==> src/rtl/bpsk_demodulator.sv <==
// BPSK integrate-and-dump receiver: one hard decision per SPS offset-binary samples.
// Optional macro BPSK_DEMOD_SOFT_OUT_EN adds soft_out, the signed correlator sum.
module bpsk_demodulator #(
  parameter int unsigned SPS        = 16,
  parameter int unsigned ACC_W      = 20,
  parameter int unsigned LOWCONF_TH = 4096
) (
  input  logic                    clk_fast,
  input  logic                    rst,
  input  logic [7:0]              wav_in,
  input  logic                    wav_valid,
  output logic                    bit_out,
  output logic                    bit_valid,
  output logic                    low_conf,
  output logic [$clog2(SPS)-1:0]  sym_phase
`ifdef BPSK_DEMOD_SOFT_OUT_EN
  ,
  output logic signed [ACC_W-1:0] soft_out
`endif
);

  localparam int unsigned PH_W = $clog2(SPS);
  localparam int unsigned STEP = 64 / SPS;

  typedef enum logic [1:0] {IDLE, INTEG, DUMP} state_t;

  // First quadrant of round(127*sin(2*pi*i/64)), i = 0..16.
  function automatic logic signed [7:0] quarter64(input int unsigned i);
    logic signed [7:0] v;
    case (i)
      0:       v = 8'sd0;
      1:       v = 8'sd12;
      2:       v = 8'sd25;
      3:       v = 8'sd37;
      4:       v = 8'sd49;
      5:       v = 8'sd60;
      6:       v = 8'sd71;
      7:       v = 8'sd81;
      8:       v = 8'sd90;
      9:       v = 8'sd98;
      10:      v = 8'sd106;
      11:      v = 8'sd112;
      12:      v = 8'sd117;
      13:      v = 8'sd122;
      14:      v = 8'sd125;
      15:      v = 8'sd126;
      16:      v = 8'sd127;
      default: v = 8'sd0;
    endcase
    return v;
  endfunction

  // Full 64-point sine by quadrant symmetry; smaller SPS tables subsample it exactly.
  function automatic logic signed [7:0] sine64(input int unsigned j);
    int unsigned q;
    int unsigned i;
    logic signed [7:0] v;
    q = (j / 16) % 4;
    i = j % 16;
    case (q)
      0:       v = quarter64(i);
      1:       v = quarter64(16 - i);
      2:       v = -quarter64(i);
      default: v = -quarter64(16 - i);
    endcase
    return v;
  endfunction

  logic signed [7:0] rom [SPS];

  for (genvar k = 0; k < SPS; k++) begin : g_rom
    assign rom[k] = sine64(k * STEP);
  end

  state_t                  state, state_n;
  logic signed [ACC_W-1:0] acc, acc_n;
  logic signed [ACC_W-1:0] final_sum, final_n;
  logic [PH_W-1:0]         phase_n;
  logic                    bit_n, valid_n, lc_n;

  logic signed [7:0]       smp;
  logic signed [15:0]      prod;
  logic signed [ACC_W-1:0] prod_ext;
  logic signed [ACC_W-1:0] sum_c;
  logic signed [ACC_W-1:0] mag;

  // Offset-binary to two's complement, then correlate with the local carrier.
  assign smp      = {~wav_in[7], wav_in[6:0]};
  assign prod     = 16'(smp) * 16'(rom[sym_phase]);
  assign prod_ext = ACC_W'(prod);
  assign sum_c    = acc + prod_ext;
  assign mag      = final_sum[ACC_W-1] ? -final_sum : final_sum;

  always_comb begin
    state_n = state;
    acc_n   = acc;
    phase_n = sym_phase;
    final_n = final_sum;
    bit_n   = bit_out;
    valid_n = 1'b0;
    lc_n    = low_conf;
    case (state)
      IDLE: begin
        if (wav_valid) begin
          acc_n   = prod_ext;
          phase_n = PH_W'(1);
          state_n = INTEG;
        end
      end
      INTEG: begin
        if (wav_valid) begin
          acc_n = sum_c;
          if (sym_phase == PH_W'(SPS - 1)) begin
            final_n = sum_c;
            phase_n = '0;
            state_n = DUMP;
          end else begin
            phase_n = sym_phase + PH_W'(1);
          end
        end
      end
      DUMP: begin
        // A zero sum decides 1; a sample arriving now starts the next symbol.
        bit_n   = ~final_sum[ACC_W-1];
        lc_n    = $unsigned(mag) < ACC_W'(LOWCONF_TH);
        valid_n = 1'b1;
        if (wav_valid) begin
          acc_n   = prod_ext;
          phase_n = PH_W'(1);
          state_n = INTEG;
        end else begin
          state_n = IDLE;
        end
      end
      default: state_n = IDLE;
    endcase
  end

  always_ff @(posedge clk_fast or negedge rst) begin
    if (!rst) begin
      state     <= IDLE;
      acc       <= '0;
      sym_phase <= '0;
      final_sum <= '0;
      bit_out   <= 1'b0;
      bit_valid <= 1'b0;
      low_conf  <= 1'b0;
    end else begin
      state     <= state_n;
      acc       <= acc_n;
      sym_phase <= phase_n;
      final_sum <= final_n;
      bit_out   <= bit_n;
      bit_valid <= valid_n;
      low_conf  <= lc_n;
    end
  end

`ifdef BPSK_DEMOD_SOFT_OUT_EN
  // Soft value updates together with the hard decision.
  always_ff @(posedge clk_fast or negedge rst) begin
    if (!rst) begin
      soft_out <= '0;
    end else if (state == DUMP) begin
      soft_out <= final_sum;
    end
  end
`endif

endmodule

==> config.mk <==
export PLATFORM = sky130hd
export DESIGN_NAME = bpsk_demodulator
export DESIGN_NICKNAME = d
export VERILOG_FILES = /design/src/rtl/bpsk_demodulator.sv
export SDC_FILE = /design/constraint.sdc
export NUM_CORES = 1
export LEC_CHECK = 0
export ABC_AREA = 1
export ABC_CLOCK_PERIOD_IN_PS = 7390
export CAP_MARGIN = 15
export CORE_ASPECT_RATIO = 1.5
export CORE_MARGIN = 4
export CORE_UTILIZATION = 35
export CTS_CLUSTER_SIZE = 10
export DETAILED_ROUTE_END_ITERATION = 10
export GPL_ROUTABILITY_DRIVEN = 0
export PLACE_DENSITY = 0.5
export SETUP_SLACK_MARGIN = 0.02
export SLEW_MARGIN = 20
export SYNTH_ARGS = -nofsm -noshare
export SYNTH_HDL_FRONTEND = slang
export SYNTH_SLANG_ARGS = --single-unit
==> constraint.sdc <==
create_clock -name clk_fast -period 7.39 [get_ports clk_fast]
set_input_delay 1.478 -clock clk_fast [delete_from_list [all_inputs] [get_ports clk_fast]]
set_output_delay 1.478 -clock clk_fast [all_outputs]
set_load 0.01 [all_outputs]
# Word-level counts from Yosys, hierarchy flattened
# Memories as Yosys holds them, arrays and structs flattened.
# Cells that the tools add are included.
[op_classes]
add_sub_neg = 3
multipliers = 1
n_lt_le_gt_ge = 2
eq_ne = 7
n_mux = 16
n_bitwise = 3
reduce_logical = 6
[op_table]
columns = ["cell", "n"]
rows = [
  ["20-bit two-way mux", 3],
  ["20-bit one-hot mux with 2 select lines", 1],
  ["20-bit by 16-bit adder with 20-bit output", 1],
  ["20-bit by 13-bit < comparator with 1-bit output, second input constant", 1],
  ["20-bit negator", 1],
  ["8-bit by 8-bit multiplier with 16-bit output", 1],
  ["8-bit two-way mux", 2],
  ["4-bit two-way mux", 3],
  ["3-bit AND reduction", 3],
  ["4-bit one-hot mux with 2 select lines", 1],
  ["2-bit two-way mux", 3],
  ["2-bit != test, second input constant", 3],
  ["2-bit one-hot mux with 3 select lines", 1],
  ["5-bit >= comparator, second input constant", 1],
  ["4-bit NOT with 5-bit output", 1],
  ["4-bit by 1-bit adder with 4-bit output, second input constant", 1],
  ["4-bit == test, second input constant", 1],
  ["2-bit by 1-bit == test with 1-bit output, second input constant", 1],
  ["2-bit == test, second input constant", 1],
  ["2-bit zero test", 1],
  ["1-bit two-way mux", 2],
  ["2-bit by 1-bit != test with 1-bit output, second input constant", 1],
  ["1-bit NOT", 2],
  ["2-bit nonzero test", 1],
  ["2-bit OR reduction", 1],
]
[totals]
register_bits = 49
rom_bits = 128
input_bits = 11
out_inout_bits = 7
elab_cells = 46
memories = 1
[mem_list]
columns = ["memory", "depth", "word_bits", "rd", "rd_clocked_by_memory_dff", "wr", "line_no", "text"]
rows = [
  ["(no name shown)", 16, 8, 1, 0, 0, "89", "assign prod = 16'(smp) * 16'(rom[sym_phase]);"],
]

# Logic depth before layout (Yosys ltp)
[depth]
word_depth = 8
ltp_mapped = 40
ltp_nobuf = 40

# Least setup slack after synthesis
# Ideal clock, no wire load.
[synth_path]
path_kind = "in2reg"
start = "input wav_in[7]"
end = "register final_sum[19]"
setup_time_ps = 122
arrival_time_ps = 6532
path_slack_ps = 735
cell_stages = 30
n_path_buf = 1
cell_sequence = "clkbuf_1 > nor2_1 > fa_1 > inv_1 > fa_1 > inv_1 > fa_1 > inv_1 > fa_1 > inv_1 > ha_1 > a21oi_1 > o21a_1 > nand2_1 > nand2_1 > nand2_1 > a21oi_1 > inv_1 > nand2_1 > nand2_1 > ha_1 > nand2_1 > nor2_1 > inv_1 > nor3_2 > nand3_1 > nand3_1 > nand3_1 > nand3_1 > o21ai_1"
[synth_via]
elab_chain_len = 3
[synth_lines]
columns = ["item", "line_no", "text"]
rows = [
  ["start, declared", "10", "input logic [7:0] wav_in,"],
  ["1-bit NOT", "88", "assign smp = {~wav_in[7], wav_in[6:0]};"],
  ["8-bit by 8-bit multiplier with 16-bit output", "89", ""],
  ["20-bit by 16-bit adder with 20-bit output", "91", "assign sum_c = acc + prod_ext;"],
  ["end signal, assigned", "152", "final_sum <= final_n;"],
  ["end, declared", "77", "logic signed [ACC_W-1:0] final_sum, final_n;"],
]
# Every way passes these cells.
# A chain may end at the register's enable or synchronous reset.

# Final worst setup path
[layout_path]
start = "input wav_in[6]"
end = "register final_sum[17]"
[layout_via]
elab_chain_len = 2
[layout_lines]
columns = ["item", "line_no"]
rows = [
  ["8-bit by 8-bit multiplier with 16-bit output", "89"],
  ["20-bit by 16-bit adder with 20-bit output", "91"],
]
# Every way passes these cells.

==> metrics.md <==
| Metric | Value |
|---|---|
| Result of the run | `completed` |
| Number of nets in the finished design | `1,024` |
| Hold-critical path endpoint | `low_conf` |
| R2R cell count | `31` |
| Placed wire-length estimate after detailed placement | `13,700 µm` |
| Number of register bits inferred by synthesis | `about 50` |
| Post-synth cell types | `40` |
| Proportion of layout cells with a drive suffix above 1 | `approximately an eighth` |
| Final standard cell count with taps included and fillers excluded | `around 1,100` |
| Summed instance area of the synthesized netlist | `between 6000 and 7000 µm²` |
| Global Route Usage Sum | `17.06%` |
| Placed insts | `1,107` |
| Category of the worst setup path launch point | `input pin` |
| Part of the cycle the worst path needs | `a little over nine tenths` |
| Max-cap check violation count | `0` |
| Most prevalent standard cell on the critical path | `sky130_fd_sc_hd__inv_1` |
| Core region area | `between 15,000 and 20,000 µm²` |
| Crit path time final | `between 6 and 7 ns` |
| Reg-to-reg setup timing slack | `between 0.6 and 0.7 ns` |
| Number of stages on the worst hold path | `2` |
| Highest net fanout along the worst path | `4` |
| Data required time at the worst endpoint | `7.57 ns` |
| Inserted Clock Buffers | `5` |
| Number of buffers inserted by port buffering | `17` |
| Rel. slew slack | `a little over two fifths` |
| Vias after detailed routing | `~5,300` |
| Clock-pin slew on the worst setup and hold paths | `around 0.070 ns` |
| Longest Clk Path Bufs | `2` |
| Share of the core filled with cells | `between 40 and 50%` |
| Drt total wl | `between 15,000 and 20,000 µm` |
| Worst hold-check path type | `flop to flop` |
| Pin slew with the least headroom to its limit | `~0.87 ns` |
| Setup violations, final | `0` |
| Root Buffer Master | `sky130_fd_sc_hd__clkbuf_16` |
| Hold_sp | `low_conf` |
| Critical path's slowest cell | `sky130_fd_sc_hd__fa_1` |
| Maximum number of pins on one net before global-route repair | `50` |
| Final worst-path setup slack | `0.4079 ns` |
| Critical path start-end classification | `input pin to flop` |
| Largest cells by area after synthesis | `sky130_fd_sc_hd__dfrtp_1 (20%), sky130_fd_sc_hd__fa_1 (18%), sky130_fd_sc_hd__nand2_1 (12%)` |
| Post-Synthesis Mean Instance Area | `between 7 and 8 µm²` |
| Number of iterations in the first detailed-routing pass | `4` |
| Floorplan row count | `slightly below 60` |
| Avg WL per Cell | `around 14 µm` |
| Number of instances in the synthesized netlist | `~850` |
| Final std cell area, no fill | `slightly above 7000 µm²` |
| Warnings, synthesis | `0` |
| Starting density of the core | `about 36%` |
| First-pass GRT wire length | `between 20,000 and 30,000 µm` |
| Via density per instance | `roughly 4.8` |
| Final Hold Vio Count | `0` |
| Vias in the first global route | `between 5,000 and 6,000` |
| Global route total overflow | `0` |
| Clock Sinks | `49` |
| Remaining antenna violation count | `0` |
| Syn Nets | `just under 1,000` |
| RSZ-0062 raised after global routing | `false` |
| Number of DRC violations after detailed routing | `0` |
| Sequential-to-total area share from yosys stat | `19.65%` |
| Startpoint of the worst register-to-register path | `sym_phase[0]` |
| Diodes inserted | `0` |
| Data arrival time of the worst path | `roughly 7.2 ns` |
| I/O pin count | `18` |
| First element of the critical path | `wav_in[6]` |
| Die width | `about 120 µm` |
| Skew-Pair Late Insertion Delay | `~0.30 ns` |
| Starting DRT DRC Count | `192` |
| Antenna violations before repair | `0` |
| Post-CTS Hold Fix Bufs | `0` |
| Area overhead of the layout relative to synthesis | `14.39%` |
| TritonCTS clock tree | `yes` |
| Setup skew after layout | `approximately 0.013 ns` |
| Top achievable clock speed | `about 140 MHz` |
| Total Die Area | `20,080 µm²` |
| H-tree depth | `2` |
| Endpoint kind of the worst setup timing path | `flop` |
| Max incr delay on CP | `roughly 0.53 ns` |
| Biggest area consumer among synthesized cells | `sky130_fd_sc_hd__dfrtp_1` |
| Setup slack at placement | `-0.1834 ns` |
| Placement-stage cell area | `slightly below 7000 µm²` |
| Capture point of the worst reg-to-reg path | `final_sum[17]` |
| Number of slew-limit violations in the final report | `0` |
| Die extent in y | `171.5 µm` |
| Area share of the largest cell type after synthesis | `about a fifth` |
-- metal layers --
layer  GRT usage (%)  vias up  wire length (µm)
li1                -     2766                 -
met1           18.98     2496              6420
met2           32.08       49              8627
met3           1.126       33               159
met4           8.383        0               826
met5               0        -                 0
-- state kept, by name, indices dropped and copies added (netlist names) --
name and count:
bit_out 1, low_conf 1, bit_valid 1, final_sum 20, state 2, acc 20
sym_phase 4
-- how the worst max path moves through the flow --
stage | depth (start not counted) | end | slack [ns]
final | 30 | final_sum[17] | 0.41
after floorplan | 30 | final_sum[19] | 0.74
after detailed placement | 29 | acc[17] | -0.18
after global placement | 29 | acc[17] | -0.19
after global routing | 26 | acc[17] | 0.006
after CTS | 29 | acc[17] | 0.11
-- logic make-up after synthesis --
kind of cell | after synthesis | synth area share, %
AOI/OAI and AO/OA | 116 | 11.29
xor gates and xnor gates | 23 | 3.228
adders and majority gates | 112 | 29.19
buffers and inverters | 170 | 10.49
DFF | 49 | 19.65
and+or+nand+nor | 382 | 26.16
-- cells in the final DEF (no fill, tap or decap), types with 2 or more instances in the layout --
cell type                           n
sky130_fd_sc_hd__nand4_1            4
sky130_fd_sc_hd__clkbuf_16          5
sky130_fd_sc_hd__o211ai_1           6
sky130_fd_sc_hd__xor2_1            18
sky130_fd_sc_hd__o21ai_0           29
sky130_fd_sc_hd__nand3_2            3
sky130_fd_sc_hd__ha_4               2
sky130_fd_sc_hd__nor3_1             2
sky130_fd_sc_hd__a21oi_1           32
sky130_fd_sc_hd__a31oi_1            3
sky130_fd_sc_hd__o22ai_1            2
sky130_fd_sc_hd__nand3b_1           7
sky130_fd_sc_hd__nand3_1           49
sky130_fd_sc_hd__inv_1            150
sky130_fd_sc_hd__dfrtp_1           49
sky130_fd_sc_hd__o21a_1             4
sky130_fd_sc_hd__o21ai_2            3
sky130_fd_sc_hd__clkdlybuf4s50_1   15
sky130_fd_sc_hd__buf_4             36
sky130_fd_sc_hd__xnor2_1            5
sky130_fd_sc_hd__o31ai_1            3
sky130_fd_sc_hd__o21ai_1           12
sky130_fd_sc_hd__nor2_2            12
sky130_fd_sc_hd__or2_1              2
sky130_fd_sc_hd__inv_2              8
sky130_fd_sc_hd__a21oi_2           16
sky130_fd_sc_hd__ha_1              53
sky130_fd_sc_hd__a21o_1             2
sky130_fd_sc_hd__nand2_2            9
sky130_fd_sc_hd__fa_1              56
sky130_fd_sc_hd__nor2_1            93
sky130_fd_sc_hd__nand2_1          193
sky130_fd_sc_hd__nor4_1             3
-- layout make-up --
type,instances,area [µm²]
Clock buffer,5,125.1
Fill cell,1849,10280
Multi-Input combinational cell,633,4443
Tap cell,213,266.5
Clock inverter,3,43.79
Timing Repair Buffer,53,437.9
Inverter,159,596.8
Sequential cell,49,1226
-- cells in the mapped netlist, drive strengths merged --
library cell,n
or2,3
buf,6
nand3,52
o211ai,6
a21boi,2
a21oi,49
o32ai,1
nor2,105
ha,56
fa,56
nand4,4
o22ai,2
inv,158
clkinv,1
nor3,4
clkbuf,5
o31ai,3
o21a,4
nand2,202
xor2,18
nand3b,7
o21ai,44
xnor2,5
nor4,5
dfrtp,49
a21o,2
a31oi,3
-- repair_timing --
item | 4_1_cts | 5_1_grt
resized for setup | 0 | 17
setup buffers | 0 | 0
setup endpoints to repair | 0 | 11
hold endpoints to repair | 0 | 0
-- through the flow --
stage	TNS (ns)	hold slack (ns)
floorplan	0	0.4553
global route	0	0.5251
global placement	-0.4670	0.4716
finish	0	0.4908
CTS	0	0.4920
detailed placement	-0.5101	0.4725
-- worst max-delay path, delay by kind of cell --
family	cells	cell delay, ns
and+or+nand+nor	9	0.96
adders and majority gates	6	2.72
buffers and inverters	8	1.08
AOI/OAI and AO/OA	7	0.94
Power is not shown: default switching activity piles up to over one toggle a cycle in this logic, so the estimate is an artifact.
